### src/rtl/proc_run_pkg.sv
// Shared state and termination-cause encodings for the processor run controller.
package proc_run_pkg;

  typedef logic [1:0] state_t;

  localparam state_t ST_IDLE = 2'd0;
  localparam state_t ST_HOLD = 2'd1;
  localparam state_t ST_RUN  = 2'd2;
  localparam state_t ST_DONE = 2'd3;

  typedef enum logic [2:0] {
    STAT_NONE    = 3'd0,
    STAT_HALT    = 3'd1,
    STAT_LOOP    = 3'd2,
    STAT_RANGE   = 3'd3,
    STAT_TIMEOUT = 3'd4
  } status_e;

endpackage

### src/rtl/pc_loop_detect.sv
// Branch-to-self detector: counts consecutive RUN cycles with an unchanged fetch address.
module pc_loop_detect #(
  parameter int LOOP_LIMIT = 4
) (
  input  logic        clock_i,
  input  logic        reset_i,
  input  logic        clear_i,
  input  logic        en_i,
  input  logic [31:0] iaddr_i,
  output logic        loop_hit_o
);

  localparam int SW = $clog2(LOOP_LIMIT + 1);
  localparam logic [SW-1:0] LIMIT = SW'(LOOP_LIMIT);

  logic [31:0]   prev_q, prev_d;
  logic [SW-1:0] same_q, same_d;
  logic          valid_q, valid_d;
  logic [SW-1:0] same_cur;

  // same_cur is the run length including the address presented this cycle.
  always_comb begin
    same_cur = SW'(1);
    if (valid_q && (iaddr_i == prev_q)) begin
      same_cur = (same_q == LIMIT) ? LIMIT : same_q + SW'(1);
    end

    prev_d  = prev_q;
    same_d  = same_q;
    valid_d = valid_q;
    if (clear_i) begin
      prev_d  = '0;
      same_d  = SW'(1);
      valid_d = 1'b0;
    end else if (en_i) begin
      prev_d  = iaddr_i;
      same_d  = same_cur;
      valid_d = 1'b1;
    end
  end

  assign loop_hit_o = en_i && (same_cur == LIMIT);

  always_ff @(posedge clock_i) begin
    if (!reset_i) begin
      prev_q  <= '0;
      same_q  <= SW'(1);
      valid_q <= 1'b0;
    end else begin
      prev_q  <= prev_d;
      same_q  <= same_d;
      valid_q <= valid_d;
    end
  end

endmodule

### src/rtl/proc_run_monitor.sv
// Run controller for the single-cycle processor: sequences its reset, watches fetch/store
// buses and stops the run on halt word, self-loop, out-of-range fetch or watchdog timeout.
module proc_run_monitor
  import proc_run_pkg::*;
#(
  parameter int          RESET_CYCLES = 1,
  parameter int          MAX_CYCLES   = 100000,
  parameter int          CNT_W        = 32,
  parameter int          LOOP_LIMIT   = 4,
  parameter logic [31:0] HALT_WORD    = 32'hFFFF_FFFF,
  parameter int          IMEM_BYTES   = 4096
) (
  input  logic             clock_i,
  input  logic             reset_i,
  input  logic             start_i,
  input  logic [31:0]      iaddr_i,
  input  logic [31:0]      instr_i,
  input  logic             write_enable_to_mem_i,
  input  logic [31:0]      addr_to_mem_i,
  input  logic [31:0]      data_to_mem_i,
  output logic             proc_reset_o,
  output logic             running_o,
  output logic             done_o,
  output logic [2:0]       status_o,
  output logic [CNT_W-1:0] cycle_count_o,
  output logic [CNT_W-1:0] store_count_o,
  output logic [31:0]      last_store_addr_o,
  output logic [31:0]      last_store_data_o
);

  localparam int              HW         = $clog2(RESET_CYCLES) + 1;
  localparam logic [HW-1:0]   HOLD_LAST  = HW'(RESET_CYCLES - 1);
  localparam logic [CNT_W-1:0] TIMEOUT_AT = CNT_W'(MAX_CYCLES - 1);

  state_t           state_q, state_d;
  logic [HW-1:0]    hold_q, hold_d;
  status_e          status_q, status_d;
  logic [CNT_W-1:0] cyc_q, cyc_d;
  logic [CNT_W-1:0] stc_q, stc_d;
  logic [31:0]      la_q, la_d;
  logic [31:0]      ld_q, ld_d;

  logic in_run;
  logic loop_hit;
  logic halt_hit;
  logic range_hit;
  logic tmo_hit;

  assign in_run    = (state_q == ST_RUN);
  assign halt_hit  = (instr_i == HALT_WORD);
  assign range_hit = (iaddr_i >= 32'(IMEM_BYTES));
  assign tmo_hit   = (cyc_q == TIMEOUT_AT);

  pc_loop_detect #(
    .LOOP_LIMIT(LOOP_LIMIT)
  ) u_loop (
    .clock_i   (clock_i),
    .reset_i   (reset_i),
    .clear_i   (!in_run),
    .en_i      (in_run),
    .iaddr_i   (iaddr_i),
    .loop_hit_o(loop_hit)
  );

  always_comb begin
    state_d  = state_q;
    hold_d   = hold_q;
    status_d = status_q;
    cyc_d    = cyc_q;
    stc_d    = stc_q;
    la_d     = la_q;
    ld_d     = ld_q;

    case (state_q)
      ST_IDLE, ST_DONE: begin
        if (start_i) begin
          state_d  = ST_HOLD;
          hold_d   = '0;
          status_d = STAT_NONE;
          cyc_d    = '0;
          stc_d    = '0;
          la_d     = '0;
          ld_d     = '0;
        end
      end
      ST_HOLD: begin
        if (hold_q == HOLD_LAST) begin
          state_d = ST_RUN;
        end else begin
          hold_d = hold_q + HW'(1);
        end
      end
      ST_RUN: begin
        if (cyc_q != '1) cyc_d = cyc_q + CNT_W'(1);
        // Stores on the terminating cycle still count and are captured.
        if (write_enable_to_mem_i) begin
          if (stc_q != '1) stc_d = stc_q + CNT_W'(1);
          la_d = addr_to_mem_i;
          ld_d = data_to_mem_i;
        end
        if (halt_hit) begin
          state_d  = ST_DONE;
          status_d = STAT_HALT;
        end else if (loop_hit) begin
          state_d  = ST_DONE;
          status_d = STAT_LOOP;
        end else if (range_hit) begin
          state_d  = ST_DONE;
          status_d = STAT_RANGE;
        end else if (tmo_hit) begin
          state_d  = ST_DONE;
          status_d = STAT_TIMEOUT;
        end
      end
      default: state_d = ST_IDLE;
    endcase
  end

  always_ff @(posedge clock_i) begin
    if (!reset_i) begin
      state_q  <= ST_IDLE;
      hold_q   <= '0;
      status_q <= STAT_NONE;
      cyc_q    <= '0;
      stc_q    <= '0;
      la_q     <= '0;
      ld_q     <= '0;
    end else begin
      state_q  <= state_d;
      hold_q   <= hold_d;
      status_q <= status_d;
      cyc_q    <= cyc_d;
      stc_q    <= stc_d;
      la_q     <= la_d;
      ld_q     <= ld_d;
    end
  end

  assign proc_reset_o      = !in_run;
  assign running_o         = in_run;
  assign done_o            = (state_q == ST_DONE);
  assign status_o          = status_q;
  assign cycle_count_o     = cyc_q;
  assign store_count_o     = stc_q;
  assign last_store_addr_o = la_q;
  assign last_store_data_o = ld_q;

endmodule

### config.mk
export PLATFORM = sky130hd
export DESIGN_NAME = proc_run_monitor
export DESIGN_NICKNAME = d
export VERILOG_FILES = /design/src/rtl/proc_run_pkg.sv /design/src/rtl/pc_loop_detect.sv /design/src/rtl/proc_run_monitor.sv
export SDC_FILE = /design/constraint.sdc
export NUM_CORES = 1
export LEC_CHECK = 0
export ABC_AREA = 1
export BUFFER_PORTS_ARGS = -buffer_cell sky130_fd_sc_hd__buf_2
export CORE_ASPECT_RATIO = 1.75
export CORE_MARGIN = 5
export CORE_UTILIZATION = 39
export CTS_BUF_LIST = sky130_fd_sc_hd__clkbuf_2
export DETAILED_ROUTE_END_ITERATION = 6
export MAX_ROUTING_LAYER = met4
export PLACE_DENSITY = 0.67
export SLEW_MARGIN = 20
export SYNTH_ARGS = -nofsm -noshare
export SYNTH_HDL_FRONTEND = slang
export SYNTH_HIERARCHICAL = 1
export SYNTH_SLANG_ARGS = --single-unit
### constraint.sdc
create_clock -name clock_i -period 2.83 [get_ports clock_i]
set_input_delay 0.566 -clock clock_i [delete_from_list [all_inputs] [get_ports clock_i]]
set_output_delay 0.566 -clock clock_i [all_outputs]
set_load 0.005 [all_outputs]
==> run metrics, run 1 <==
Setup crit start kind=register; CP Buf/Inv Count=4; EDFF count, synth=0; Worst Hold Class=in2reg; clk buf depth=2; Worst EP arrival=about 2.1 ns; CTS Sinks=169; Reg2Reg Launch Point=cycle_count_o[0]$_SDFFE_PN0P_; Final nets=approximately 2,000; leakage power=5.20 nW; sequential share of power=about two fifths; WL/cell=between 15 and 20 um; CTS H-tree depth=4; post-synthesis instance total=about 1,500; Post-synth top flop=dfxtp_1; DRC=0; total power=approximately 6.6 mW; Psw=around 2.8 mW; Overall Global Routing Usage=around a quarter; Layout Skew=0.0282 ns; syn avg cell area=6.20 um2; Critical path origin=state_q[0]$_SDFFE_PN0P_; routed wire length=35.6 mm; Req. time, crit path=2.26 ns; Sw Ratio=between 40% and 50%; most frequent cell after synthesis=nand2_1; Max Clk Rate=between 0.3 and 0.4 GHz; FF/Latch Area=0.00338 mm2; Syn Nets=1,659; DR vias/cell=between 5 and 6; Worst path max stage delay=roughly 0.42 ns; HPWL after DPL=26.2 mm; initial core utilization=39.3%; largest net degree at the start of global routing=66; core area=0.0239 mm2; run status=finished, final reports clean; die width=127 um; area fraction of the dominant cell type after synthesis=a little over a third; RSZ-0062 raised after global routing=false; Clk pwr share=21.0%; area leader, netlist=dfxtp_1; #FFs+latches synth=169; TritonCTS clock tree=built; Crit path max-delay family=buffers and inverters; antenna violations before repair=2; Root Driver=clkbuf_2; CP Capture Type=output port; Worst VDD drop=between 0.0004 and 0.0005 V; Vias=about 11,000; vias in the first global route=10,700; critical path fanouts, max=31; post-synth cell types=35; Pwr per Cell Area=~540 mW/mm2; final hold slack=~0.18 ns; slew at the pin closest to its max-slew limit=roughly 0.7 ns; CP cell instances=inv_1, ha_4, inv_2, buf_12, buf_2; Mapped Area=0.00941 mm2; Clk Latency, worst-skew pair=0.81 ns; Seq/Total Area, Yosys=35.9%; grt ovf=0; Final TNS setup=0 ns; Starting DRT DRC Count=around 600; PortBufs=265; Final Util=51.3%; area of the multi-input gates=0.00521 mm2; first-pass GRT wire length=54.9 mm; max cap viols=0; warning count from the yosys run=6; Post-DRT Antenna Nets=0; Slowest cell on crit path=dfxtp_2; top post-synthesis cells by area=dfxtp_1 36%, nand2_1 19%, nor2_1 9.9%; clock-pin slew on the worst setup and hold paths=~0.24 ns; Fin. Hold Viols=0; Final setup viols=0; Commonest cells post-synth=472 x nand2_1, 249 x nor2_1, 169 x dfxtp_1; Int Pwr=3.81 mW; IO Pins=266; max-slew violation count=0; crit path kind=reg2out; ys async rst share=0%; Syn-to-layout area delta=30.3%; Rows=75; CTS Buf Count=17; HP Start=start_i; DIE AREA=~0.027 mm2; die span in y=216 um; combinational share of power=38.5%; final RePlAce weighted congestion=0.986; period utilisation layout=a little over 90%; final critical-path required period=between 2 and 3 ns; router iterations before antenna repair=7; ratio of cells with drive above 1 in the final layout=about a fifth; Worst slew margin=54.3%; Fill cells=roughly 2,400
## cells in the final DEF (no fill, tap or decap), drive strengths merged
| cell | synthesis | final |
|---|---|---|
| o211ai | 1 | 1 |
| nor2 | 259 | 259 |
| nand2 | 484 | 484 |
| nor3b | 5 | 5 |
| or2 | 2 | 2 |
| nor4 | 1 | 1 |
| bufinv | 0 | 3 |
| diode | 0 | 2 |
| nor2b | 1 | 1 |
| nand3b | 3 | 3 |
| a21oi | 155 | 155 |
| nand4 | 18 | 18 |
| clkbuf | 30 | 17 |
| nand3 | 131 | 131 |
| nor3 | 15 | 15 |
| inv | 142 | 144 |
| clkinv | 1 | 7 |
| clkinvlp | 0 | 3 |
| ha | 8 | 8 |
| buf | 31 | 284 |
| o21ai | 40 | 40 |
| xnor2 | 8 | 8 |
| dfxtp | 169 | 169 |
| xor2 | 15 | 15 |
| dlygate4sd3 | 0 | 97 |
## registers in the layout (all words and copies together) (netlist names)
register           cells
status_o               3
cycle_count_o         32
last_store_addr_o     32
u_loop/valid_q         1
store_count_o         32
state_q                2
last_store_data_o     32
u_loop/prev_q         32
u_loop/same_q          3
## worst register-to-register path, delay by kind of cell, from the launching register on
family / cells / cell delay (ns)
buffers and inverters: 1 / 0.29
AO/OA/AOI/OAI: 1 / 0.05
flip-flops: 1 / 0.45
AND/OR/NAND/NOR: 9 / 1.26
adder cells (fa/ha/maj): 1 / 0.23
## power groups by stage
stage,sequential [mW],combinational [mW],clock (mW)
5_1_grt,2.72,2.81,1.54
3_3_place_gp,2.72,2.38,0
2_1_floorplan,2.73,1.70,0
6_report,2.69,2.56,1.39
3_5_place_dp,2.73,2.41,0
4_1_cts,2.69,2.54,1.47
## through the flow
stage	area, um2	instances	setup slack, ns
6_report	12300	2180	0.217
3_3_place_gp	11000	2049	0.436
5_1_grt	12300	2180	0.0412
2_1_floorplan	9410	1519	0.866
4_1_cts	12300	2177	0.0122
3_5_place_dp	11000	2049	0.391
## path summary, 6_finish.rpt
| path | endpoint | slack [ns] | depth (start not counted) |
|---|---|---|---|
| min | state_q[0]$_SDFFE_PN0P_ | 0.18 | 6 |
| max reg2reg | cycle_count_o[2]$_SDFFE_PN0P_ | 0.46 | 12 |
| min reg2reg | last_store_addr_o[17]$_SDFFE_PN0P_ | 0.48 | 2 |
| max | proc_reset_o | 0.22 | 5 |
## kinds of logic after synthesis
kind of cell               after synthesis  synth area share (%)
and+or+nand+nor                        919                  40.6
buffers and inverters                  204                  8.90
AOI/OAI and AO/OA                      196                  11.3
DFF                                    169                  35.9
xor gates and xnor gates                23                  2.14
adders and majority gates                8                  1.06
## final cells by class
class                           count  area share [%]
Clock inverter                     14            1.41
Tap cell                          308            3.14
Antenna cell                        2          0.0408
Multi-Input combinational cell   1146            42.4
Timing Repair Buffer              381            20.3
Sequential cell                   169            27.6
Inverter                          143            4.39
Clock buffer                       17           0.694
## layer usage
metal | wire length (um) | vias up | GRT usage (%)
li1 | - | 5482 | -
met1 | 12500 | 5018 | 25.5
met2 | 18400 | 402 | 45.8
met3 | 2030 | 147 | 4.70
met4 | 2610 | 0 | 17.8
met5 | 0 | - | -
## timing repair
item | CTS | global route
resized for setup | 4 | 0
hold endpoints to repair | 100 | 0
setup buffers | 0 | 1
endpoints found under the setup margin | 1 | 1
hold buffers | 97 | 0
Power figures use the tool's default switching activity.
==> run 2, diff against run 1 <==
--- a/config.mk
+++ b/config.mk
@@ -9,11 +9,11 @@
 export BUFFER_PORTS_ARGS = -buffer_cell sky130_fd_sc_hd__buf_2
 export CORE_ASPECT_RATIO = 1.75
 export CORE_MARGIN = 5
-export CORE_UTILIZATION = 39
+export CORE_UTILIZATION = 48
 export CTS_BUF_LIST = sky130_fd_sc_hd__clkbuf_2
 export DETAILED_ROUTE_END_ITERATION = 6
 export MAX_ROUTING_LAYER = met4
-export PLACE_DENSITY = 0.67
+export PLACE_DENSITY = 0.78
 export SLEW_MARGIN = 20
 export SYNTH_ARGS = -nofsm -noshare
 export SYNTH_HDL_FRONTEND = slang
==> run 2 against run 1 <==
Effect of this change: sequential share of layout area increased by 0.48 points; critical path type unchanged; first-iteration DRC count increased by 46%; design area decreased by 1.7%; routed wire length decreased by 2.9%; sequential power about the same; largest cell class unchanged.
==> run metrics, run 2 (synthesis gave the netlist of run 1 again) <==
Worst EP arrival=around 2.1 ns; HPWL after DPL=approximately 25 mm; DIE AREA=between 0.02 and 0.025 mm2; area of the multi-input gates=0.00521 mm2; Final setup viols=0; Post-DRT Antenna Nets=0; FF/Latch Area=0.00338 mm2; Worst VDD drop=~0.00034 V; CTS Sinks=approximately 170; Post-Place Worst Slack=0.416 ns; max cap viols=0; Worst slew margin=a little over half; router iterations before antenna repair=6; Final nets=1,993; Fill cells=1,805; core area=0.0193 mm2; DR vias/cell=5.33; Post-CTS Setup Repair Bufs=0; Setup crit start kind=register; vias in the first global route=10,900; Clk Latency, worst-skew pair=0.78 ns; total power=6.42 mW; die width=116 um; Starting DRT DRC Count=around 870; run status=finished, final reports clean; max-slew violation count=0; antenna violations before repair=2; Syn-to-layout area delta=28.1%; Rows=67; crit path kind=reg2out; first-pass GRT wire length=52.8 mm; Area after DPL=0.0109 mm2; Max Clk Rate=0.379 GHz; Fin. Hold Viols=0; Worst Hold Class=in2reg; clock-pin slew on the worst setup and hold paths=0.23 ns; largest net degree at the start of global routing=71; Pwr per Cell Area=532 mW/mm2; ratio of cells with drive above 1 in the final layout=a little under 20%; leakage power=5.17 nW; final critical-path required period=2.64 ns; IO Pins=266; post-route insts no fill=roughly 2,100; RSZ-0062 raised after global routing=false; final instance area=0.0121 mm2; Root Driver=clkbuf_2; CTS Buf Count=17; CP Capture Type=output port; TritonCTS clock tree=built; Final WS setup=0.189 ns; Final TNS setup=0 ns; Overall Global Routing Usage=30.5%; Layout Skew=0.0275 ns; final hold slack=0.102 ns; CTS H-tree depth=4; grt ovf=0; DRC=0; reg-to-reg slack, setup=0.39 ns; Final Util=62.5%; Req. time, crit path=~2.3 ns; die span in y=195 um; slew at the pin closest to its max-slew limit=around 0.69 ns; initial core utilization=48.8%; dpl cells=1,981; period utilisation layout=between 90% and 100%; commonest non-fill, non-tap cell in the layout=nand2_1; routed wire length=roughly 35 mm; WL/cell=16.4 um; critical path fanouts, max=30; Vias=11,200; final RePlAce weighted congestion=1.11; PortBufs=265; clk buf depth=2; most frequent cells in the layout=471 x nand2_1, 265 x buf_2, 249 x nor2_1
run 2: report_power, final:
| group | switching, mW | total, mW | internal [mW] | leakage (nW) |
|---|---|---|---|---|
| sequential | 0.129 | 2.70 | 2.57 | 1.37 |
| combinational | 1.78 | 2.50 | 0.716 | 3.66 |
| clock | 0.827 | 1.22 | 0.398 | 0.136 |
run 2: final timing paths:
check / endpoint / cells after the start / start
min reg2reg: last_store_data_o[13]$_SDFFE_PN0P_ / 2 / last_store_data_o[13]$_SDFFE_PN0P_
min: u_loop/prev_q[5]$_SDFFE_PP0P_ / 3 / iaddr_i[5]
max reg2reg: last_store_data_o[5]$_SDFFE_PN0P_ / 10 / state_q[0]$_SDFFE_PN0P_
max: proc_reset_o / 5 / state_q[0]$_SDFFE_PN0P_
run 2: cell type report:
type	count	share of cell area, %
multi-input combinational	1146	43.2
sequential	169	28.1
timing repair buffer	376	20.1
inverter	143	4.46
tap	241	2.50
clock inverter	10	0.861
clock buffer	20	0.830
antenna	2	0.0415
run 2: timing repair:
item,CTS,global route
setup endpoints to repair,1,2
resized for setup,1,3
hold buffers,94,0
hold endpoints to repair,97,0
run 2: worst max-delay path, stage by stage, from the launching register on:
cell	delay, ns
dfxtp_2	0.43
inv_1	0.08
ha_4	0.20
inv_2	0.16
buf_8	0.25
buf_2	0.16
run 2: metal layers:
metal	wire [um]	track usage [%]	up-vias
li1	-	-	5461
met1	11800	29.5	5005
met2	17500	52.4	562
met3	2140	5.08	199
met4	3110	24.0	0
met5	0	-	-
